[src/rtl/sdram_read_pkg.sv]
// Shared SDRAM definitions: command encodings, default timing and bus field widths.
// The file name follows the block; the package itself is sdram_pkg, shared by the controller.
package sdram_pkg;

  // {cs_n, ras_n, cas_n, we_n}
  localparam logic [3:0] CMD_NOP        = 4'b0111;
  localparam logic [3:0] CMD_ACTIVE     = 4'b0011;
  localparam logic [3:0] CMD_READ       = 4'b0101;
  localparam logic [3:0] CMD_BURST_STOP = 4'b0110;
  localparam logic [3:0] CMD_PRECHARGE  = 4'b0010;
  localparam logic [3:0] CMD_AUTO_REF   = 4'b0001;
  localparam logic [3:0] CMD_MRS        = 4'b0000;

  localparam int DEF_CL   = 3;
  localparam int DEF_TRCD = 2;
  localparam int DEF_TRP  = 2;

  localparam int BA_W  = 2;
  localparam int ROW_W = 11;
  localparam int COL_W = 8;
  localparam int DQ_W  = 32;

  localparam logic [BA_W-1:0]  IDLE_BA   = 2'b11;
  localparam logic [ROW_W-1:0] IDLE_ADDR = 11'h7ff;

endpackage

[src/rtl/sdram_read.sv]
// Read engine: ACTIVE, tRCD, full-page READ cut short by BURST STOP, PRECHARGE, tRP.
// Returned DQ words are registered and strobed towards the read FIFO via rd_ack.
module sdram_read
  import sdram_pkg::*;
#(
  parameter int CL       = DEF_CL,
  parameter int TRCD_CLK = DEF_TRCD,
  parameter int TRP_CLK  = DEF_TRP
) (
  input  logic              sys_clk,
  input  logic              sys_rst_n,
  input  logic              init_end,
  input  logic              rd_en,
  input  logic [20:0]       rd_addr,
  input  logic [8:0]        rd_burst_len,
  input  logic [DQ_W-1:0]   rd_data_in,
  output logic              rd_end,
  output logic [3:0]        rd_cmd,
  output logic [BA_W-1:0]   rd_ba,
  output logic [ROW_W-1:0]  rd_sdram_addr,
  output logic              rd_ack,
  output logic [DQ_W-1:0]   rd_sdram_data
);

  typedef enum logic [7:0] {
    S_IDLE   = 8'b0000_0001,
    S_ACTIVE = 8'b0000_0010,
    S_TRCD   = 8'b0000_0100,
    S_READ   = 8'b0000_1000,
    S_RDDATA = 8'b0001_0000,
    S_PRE    = 8'b0010_0000,
    S_TRP    = 8'b0100_0000,
    S_END    = 8'b1000_0000
  } state_e;

  localparam logic [9:0] CL_W      = 10'(CL);
  localparam logic [7:0] TRCD_LAST = 8'(TRCD_CLK - 1);
  localparam logic [7:0] TRP_LAST  = 8'(TRP_CLK - 1);

  state_e             state_q;
  logic [7:0]         cntClk_q;
  logic [9:0]         cntRd_q;
  logic [BA_W-1:0]    bank_q;
  logic [ROW_W-1:0]   row_q;
  logic [COL_W-1:0]   col_q;
  logic [8:0]         len_q;
  logic [3:0]         cmd_q;
  logic [BA_W-1:0]    ba_q;
  logic [ROW_W-1:0]   addr_q;
  logic               end_q;
  logic               ack_q;
  logic [DQ_W-1:0]    data_q;

  logic [8:0]         lenClamp_d;
  logic [9:0]         cntRd_d;
  logic [9:0]         rdLast;
  logic               dqValid;

  // A full page is 256 columns, so both 0 and anything beyond 256 mean "whole page".
  assign lenClamp_d = (rd_burst_len == 9'd0 || rd_burst_len > 9'd256) ? 9'd256 : rd_burst_len;
  assign cntRd_d    = cntRd_q + 10'd1;
  assign rdLast     = CL_W + {1'b0, len_q} - 10'd1;
  assign dqValid    = (state_q == S_RDDATA) && (cntRd_q >= CL_W) && (cntRd_q <= rdLast);

  // Command/address registers are loaded alongside the state they belong to,
  // so every output is a flop and nothing leaks combinationally from the inputs.
  always_ff @(posedge sys_clk or negedge sys_rst_n) begin
    if (!sys_rst_n) begin
      state_q  <= S_IDLE;
      cntClk_q <= '0;
      cntRd_q  <= '0;
      bank_q   <= '0;
      row_q    <= '0;
      col_q    <= '0;
      len_q    <= '0;
      cmd_q    <= CMD_NOP;
      ba_q     <= IDLE_BA;
      addr_q   <= IDLE_ADDR;
      end_q    <= 1'b0;
      ack_q    <= 1'b0;
      data_q   <= '0;
    end else begin
      cmd_q  <= CMD_NOP;
      ba_q   <= IDLE_BA;
      addr_q <= IDLE_ADDR;
      end_q  <= 1'b0;
      ack_q  <= dqValid;
      if (dqValid) data_q <= rd_data_in;

      case (state_q)
        S_IDLE: begin
          if (init_end && rd_en) begin
            state_q <= S_ACTIVE;
            bank_q  <= rd_addr[20:19];
            row_q   <= rd_addr[18:8];
            col_q   <= rd_addr[7:0];
            len_q   <= lenClamp_d;
            cmd_q   <= CMD_ACTIVE;
            ba_q    <= rd_addr[20:19];
            addr_q  <= rd_addr[18:8];
          end
        end
        S_ACTIVE: begin
          state_q  <= S_TRCD;
          cntClk_q <= '0;
        end
        S_TRCD: begin
          if (cntClk_q == TRCD_LAST) begin
            state_q  <= S_READ;
            cntClk_q <= '0;
            cntRd_q  <= '0;
            cmd_q    <= CMD_READ;
            ba_q     <= bank_q;
            addr_q   <= {3'b000, col_q};
          end else begin
            cntClk_q <= cntClk_q + 8'd1;
          end
        end
        S_READ: begin
          state_q <= S_RDDATA;
          cntRd_q <= cntRd_d;
          if (cntRd_d == {1'b0, len_q}) cmd_q <= CMD_BURST_STOP;
        end
        S_RDDATA: begin
          cntRd_q <= cntRd_d;
          if (cntRd_q == rdLast) begin
            state_q <= S_PRE;
            cmd_q   <= CMD_PRECHARGE;
            ba_q    <= 2'b00;
            addr_q  <= 11'h400;
          end else if (cntRd_d == {1'b0, len_q}) begin
            cmd_q <= CMD_BURST_STOP;
          end
        end
        S_PRE: begin
          state_q  <= S_TRP;
          cntClk_q <= '0;
          cntRd_q  <= '0;
        end
        S_TRP: begin
          if (cntClk_q == TRP_LAST) begin
            state_q  <= S_END;
            cntClk_q <= '0;
            end_q    <= 1'b1;
          end else begin
            cntClk_q <= cntClk_q + 8'd1;
          end
        end
        S_END: begin
          state_q <= S_IDLE;
        end
        default: begin
          state_q <= S_IDLE;
        end
      endcase
    end
  end

  assign rd_end        = end_q;
  assign rd_cmd        = cmd_q;
  assign rd_ba         = ba_q;
  assign rd_sdram_addr = addr_q;
  assign rd_ack        = ack_q;
  assign rd_sdram_data = data_q;

endmodule

[config.mk]
export PLATFORM = sky130hd
export DESIGN_NAME = sdram_read
export DESIGN_NICKNAME = d
export VERILOG_FILES = /design/src/rtl/sdram_read_pkg.sv /design/src/rtl/sdram_read.sv
export SDC_FILE = /design/constraint.sdc
export NUM_CORES = 1
export LEC_CHECK = 0
export CAP_MARGIN = 10
export CELL_PAD_IN_SITES_DETAIL_PLACEMENT = 1
export CELL_PAD_IN_SITES_GLOBAL_PLACEMENT = 2
export CORE_MARGIN = 5
export CORE_UTILIZATION = 32
export CTS_CLUSTER_DIAMETER = 60
export CTS_CLUSTER_SIZE = 20
export DETAILED_ROUTE_END_ITERATION = 8
export GPL_ROUTABILITY_DRIVEN = 0
export PLACE_DENSITY_LB_ADDON = 0.1
export SLEW_MARGIN = 20
export SYNTH_ARGS = -nofsm -noshare
export SYNTH_HDL_FRONTEND = slang
export SYNTH_SLANG_ARGS = --single-unit
[constraint.sdc]
create_clock -name sys_clk -period 3.95 [get_ports sys_clk]
set_input_delay 0.5925 -clock sys_clk [delete_from_list [all_inputs] [get_ports sys_clk]]
set_output_delay 0.5925 -clock sys_clk [all_outputs]
set_load 0.02 [all_outputs]
* Word level (Yosys, flattened, before mapping) *
Index checks and enable logic that the tools add are counted.
Widths: inputs -> output; s select.

cells by class
  equality and inequality tests = 14
  shifts and indexed selects = 0
  bitwise operators = 0
  reductions and logical operators = 13
  magnitude comparators = 3
  add/subtract/negate cells = 4
  multiply operators = 0
  muxes and demuxes = 25
  divide/modulo/power cells = 0

operators with widths
  kind                   number
  $pmux 8 s7             1
  $mux 8                 5
  $pmux 11 s3            1
  $pmux 10 s3            1
  $mux 11                2
  $mux 10                2
  $eq 8x1->1 const B     2
  $pmux 4 s4             1
  $pmux 8 s2             1
  $add 10x1->10 const B  1
  $add 2x9->10 const A   1
  $eq 10x10->1           1
  $eq 10x9->1            1
  $ge 10x2->1 const B    1
  $le 10x10->1           1
  $sub 10x1->10 const B  1
  $gt 9x9->1 const B     1
  $logic_not 9->1        1
  $mux 9                 1
  $add 8x1->8 const B    1
  $eq 8x2->1 const B     1
  $eq 8x3->1 const B     1
  $eq 8x4->1 const B     1
  $eq 8x5->1 const B     1
  other kinds (16)       28

word-level totals
  bits in latches = 0
  input port bits = 66
  logic and storage cells = 71
  memory bits (writable) = 0
  bits in registers = 96
  memories = 0
  memory bits (read-only) = 0
  output and inout bits = 51

* Depth between registers and ports, before layout *
  depth in word-level cells = 5
  gate-level depth with buffers = 11
  gate-level depth less buffers = 10

* Worst setup path before layout *
Ideal clock, no wire load.

  kind = reg2reg
  start = reg len_q[1]
  end = reg data_q[27] (netlist: rd_sdram_data[27])
  path buffers = 1
  period minus slack after synthesis = 2.732 ns
  library setup time = 0.128 ns
  required time = 3.822 ns
  setup slack = 1.218 ns
  stages on the path, launching flop included = 12
  arrival = 2.604 ns
  cells stage by stage = dfrtp_1 ha_1 nand3_1 nor2_1 nand3_1 ha_1 nand2_1 o21ai_0 nor2b_1 o31ai_2 buf_6 mux2_1

on the way
  cells in the longest elaborated chain, start to end = 4

RTL lines
  element                 RTL line          source
  from (decl)             sdram_read.sv:46  logic [8:0] len_q;
  from (signal assigned)  sdram_read.sv:97  len_q <= lenClamp_d;
  $add 2x9->10            sdram_read.sv:62  assign rdLast = CL_W + {1'b0, len_q} - 10'd1;
  $sub 10x1->10           sdram_read.sv:62
  $le 10x10->1            sdram_read.sv:63  assign dqValid = (state_q == S_RDDATA) && (cntRd_q >= CL_W) && (cntRd_q <= rdLast);
  $logic_and 1x1->1       sdram_read.sv:63
  to (signal assigned)    sdram_read.sv:88  if (dqValid) data_q <= rd_data_in;
  to (decl)               sdram_read.sv:52  logic [DQ_W-1:0] data_q;

Every way passes these cells.
A chain may end at the register's enable or synchronous reset.

* Final worst setup path *
Same ends and word-level chain as after synthesis.

==> run_results.csv <==
group,metric,value,unit
run_status,outcome,"complete, no violations",
synth,synth_enable_flop_cells,0,
detailed_routing,drt_iter0_drc,95,
global_route,pin_count_of_the_biggest_net_entering_global_routing,76,
worst_setup_path,critical_path_required,4.18,ns
floorplanning,fp-row-count,45,
clock_tree,cts_made_buffers,9,
synth,asyncSetResetFlopFracSynth,1.00,
synth,yosys_warn_count,0,
worst_setup_path,path_max_fanout,33,
layout,final_common_cell,"clkdlybuf4s50_1",
synth,ys_types,60,
pwr,power.density_cell_area,499,nW/µm²
layout,postLayoutCoreUtil,0.428,
timing,finalSetupViolCount,0,
timing,pins_over_slew_limit,0,
clock_tree,worstSkewPairLatency,0.35,ns
floorplanning,coreArea,15200,µm²
detailed_routing,drtPass1Iterations,4,
synth,synth_top_area_frac,0.395,
timing,slew-limit-headroom,0.419,
timing,grt_setup_unrepaired,"false",
worst_setup_path,crit_path_start_kind,"flip-flop",
detailed_routing,post_route_antenna_net_violation_count,0,
timing,worst_clock_skew,0.00689,ns
synth,synth.mux.area_fraction,0.116,
clock_tree,post_cts_sizing_count,0,
layout,drive_above_1_share,0.180,
synth,synthesis.instances,449,
place,worst_setup_timing_slack_at_the_placement_stage,0.778,ns
global_route,wire_length_of_the_first_global_routing_pass,21800,µm
pwr,internal_power_contribution,2.15,mW
timing,final.setup.worst_slack,0.789,ns
clock_tree,clk_path_buf_depth,2,
worst_setup_path,worstSetupEndpointType,"flip-flop",
synth,number_of_storage_elements_in_the_synthesis_netlist,95,
clock_tree,cts.sinks,95,
layout,final_net_count,636,
worst_setup_path,worstPathArrival,3.39,ns
pwr,power.leakage,2.77,nW
pwr,p_seq_frac,0.421,
global_route,number_of_global_route_vias_before_repair,3954,
global_route,antenna_violations_before_repair,0,
timing,post-route-period-util,0.800,
pwr,power.switching_fraction,0.338,
synth,main_combinational_cell_family_by_area_after_synthesis,"simple AND/OR/NAND/NOR gates",
synth,number_of_nets_produced_by_synthesis,530,
synth,synth_area,4950,µm²
place,port-buffer-count,115,
synth,netlist.top_cell.by_area,"dfrtp_1",
layout,number_of_filler_instances_in_the_final_layout,1676,
layout,mostFrequentLayoutCells,"clkdlybuf4s50_1 (114), dfrtp_1 (78), nand2_1 (37), nor2_1 (30), o21ai_0 (29)",
synth,synth_sequential_area_ratio,0.485,
detailed_routing,drcViolationCount,0,
global_route,gr-total-overflow,0,
floorplanning,floorplan.io_pins,117,
synth,synth_simple_gate_area_frac,0.166,
timing,finalHoldViolations,0,
detailed_routing,viasPerCell,4.91,
pwr,power.ir.vdd_worst,0.200,mV
pwr,switchingPower,1.10,mW
layout,antenna-diode-count,0,
synth,synth-compound-area-share,0.110,
pwr,proportion_of_power_drawn_by_combinational_gates,0.322,
clock_tree,clock_slew_seen_by_the_registers_of_the_worst_setup_and_hold_paths,0.07,ns
floorplanning,floorplan.die_area,18000,µm²
timing,setup_tns,0,ns
floorplanning,initial_core_util,0.325,
run,timing.max_cap.violations,0,
detailed_routing,routed-via-count,3675,
clock_tree,htreeDepth,3,
detailed_routing,drt_wl_total,13400,µm
min_path,worst_hold_path_type,"in -> async",
clock_tree,tritoncts_clock_tree,"built",
floorplanning,die_x,134,µm
global_route,globalRouteTotalUtil,0.154,
place,detailed_place_hpwl,10300,µm
synth,synth_fa_ha_area_frac,0.0379,
synth,synth-xor-area-share,0.0425,
synth,syn_area_per_cell,11.0,µm²
timing,maxClockFrequency,0.316,GHz
clock_tree,post_cts_hold_buffer_count,0,
floorplanning,chipHeight,134,µm
detailed_routing,drt-wirelength-per-cell,18.0,µm
worst_setup_path,setup.worst_path.class,"reg -> reg",
clock_tree,clock-root-buffer,"clkbuf_16",
timing,post-route-min-period,3.16,ns
pwr,total_power,3.25,mW
layout,syn_to_layout_area_delta,31.6,%
synth,synthTopCellsByArea,"dfrtp_1 (39%), dfstp_2 (9.0%), mux2_4 (8.2%)",
timing,worst_pin_slew,0.869,ns
pwr,pwr-share-clk,0.257,
timing,finalHoldWorstSlack,0.261,ns
clock_tree,cts_setup_buffers,0,
synth,ys_dominant_reg_cell,"dfrtp_1",
power groups by stage:
stage          logic (mW)  clock network (mW)  registers, mW
6_report             1.04               0.835           1.37
4_1_cts              1.07               0.879           1.37
3_3_place_gp         1.04                   0           1.38
2_1_floorplan       0.609                   0           1.42
3_5_place_dp         1.07                   0           1.39
5_1_grt              1.16               0.922           1.40
per-layer routing:
layer	vias to the layer above	track usage	wire, µm
met5	-	0	0
met4	0	0.0430	172
met3	13	0.0465	598
met2	75	0.252	6450
met1	1796	0.197	6220
li1	1791	-	-
cell usage after synthesis, drive strengths merged, types with 3 or more instances:
cell / instances
buf: 15
dfrtp: 78
nor4: 5
and2b: 4
xnor2: 12
mux2: 42
inv: 13
a21oi: 14
ha: 15
nand2: 39
dfstp: 17
and3: 7
o21ai: 39
xor2: 12
o31ai: 5
nand2b: 8
nand4: 6
nand3: 27
a22oi: 10
clkbuf: 11
nor3: 9
nor2: 30
nor2b: 3
state kept, by name, summed over array words and instances, names as in the netlist:
signal	count
state_q	8
rd_sdram_data	32
rd_sdram_addr	11
rd_ack	1
rd_cmd	3
rd_ba	2
cntRd_q	10
col_q	8
len_q	9
rd_end	1
cntClk_q	8
bank_q	2
worst paths after layout:
check                      slack, ns                end               from  cells past startpoint
min reg2reg                     0.50  rd_sdram_data[30]  rd_sdram_data[30]                      1
min in group sys_clk            0.50  rd_sdram_data[30]  rd_sdram_data[30]                      1
max in group asynchronous       2.96   rd_sdram_addr[2]          sys_rst_n                      2
max reg2reg                     0.79  rd_sdram_data[27]           len_q[1]                     11
min                             0.26        cntClk_q[7]          sys_rst_n                      1
max                             0.79  rd_sdram_data[27]           len_q[1]                     11
logic make-up (layout without fill, tap and decap cells):
| group | count (synthesis) | count (layout) |
|---|---|---|
| fa+ha+maj | 15 | 15 |
| other cells | 1 | 1 |
| simple gates | 151 | 151 |
| flops | 95 | 95 |
| mux | 42 | 42 |
| xor+xnor | 24 | 24 |
| compound gates | 82 | 82 |
| buf+inv | 39 | 150 |
worst max-delay path, stage by stage, from the launching register on:
cell     delay (ns)
dfrtp_1        0.45
ha_1           0.22
nand3_1        0.12
nor2_1         0.19
nand3_1        0.10
ha_1           0.32
a21oi_1        0.16
o21ai_0        0.14
nor4_1         0.53
o31ai_4        0.09
buf_4          0.32
mux2_1         0.38
final cells by class:
cell class,count,area (µm²),share of cell area
inverters,13,48.8,0.00750
well taps,188,235,0.0361
flip-flops and latches,95,2400,0.369
multi-input cells,315,2350,0.361
clock buffers,11,243,0.0373
repair buffers,121,1200,0.184
clock inverters,5,38.8,0.00596
stage by stage:
step           instance area [µm²]  instances
3_3_place_gp                  6220        732
6_report                      6510        748
3_5_place_dp                  6220        732
5_1_grt                       6510        748
4_1_cts                       6500        748
2_1_floorplan                 4950        449
(Power assumes the default switching activity.)
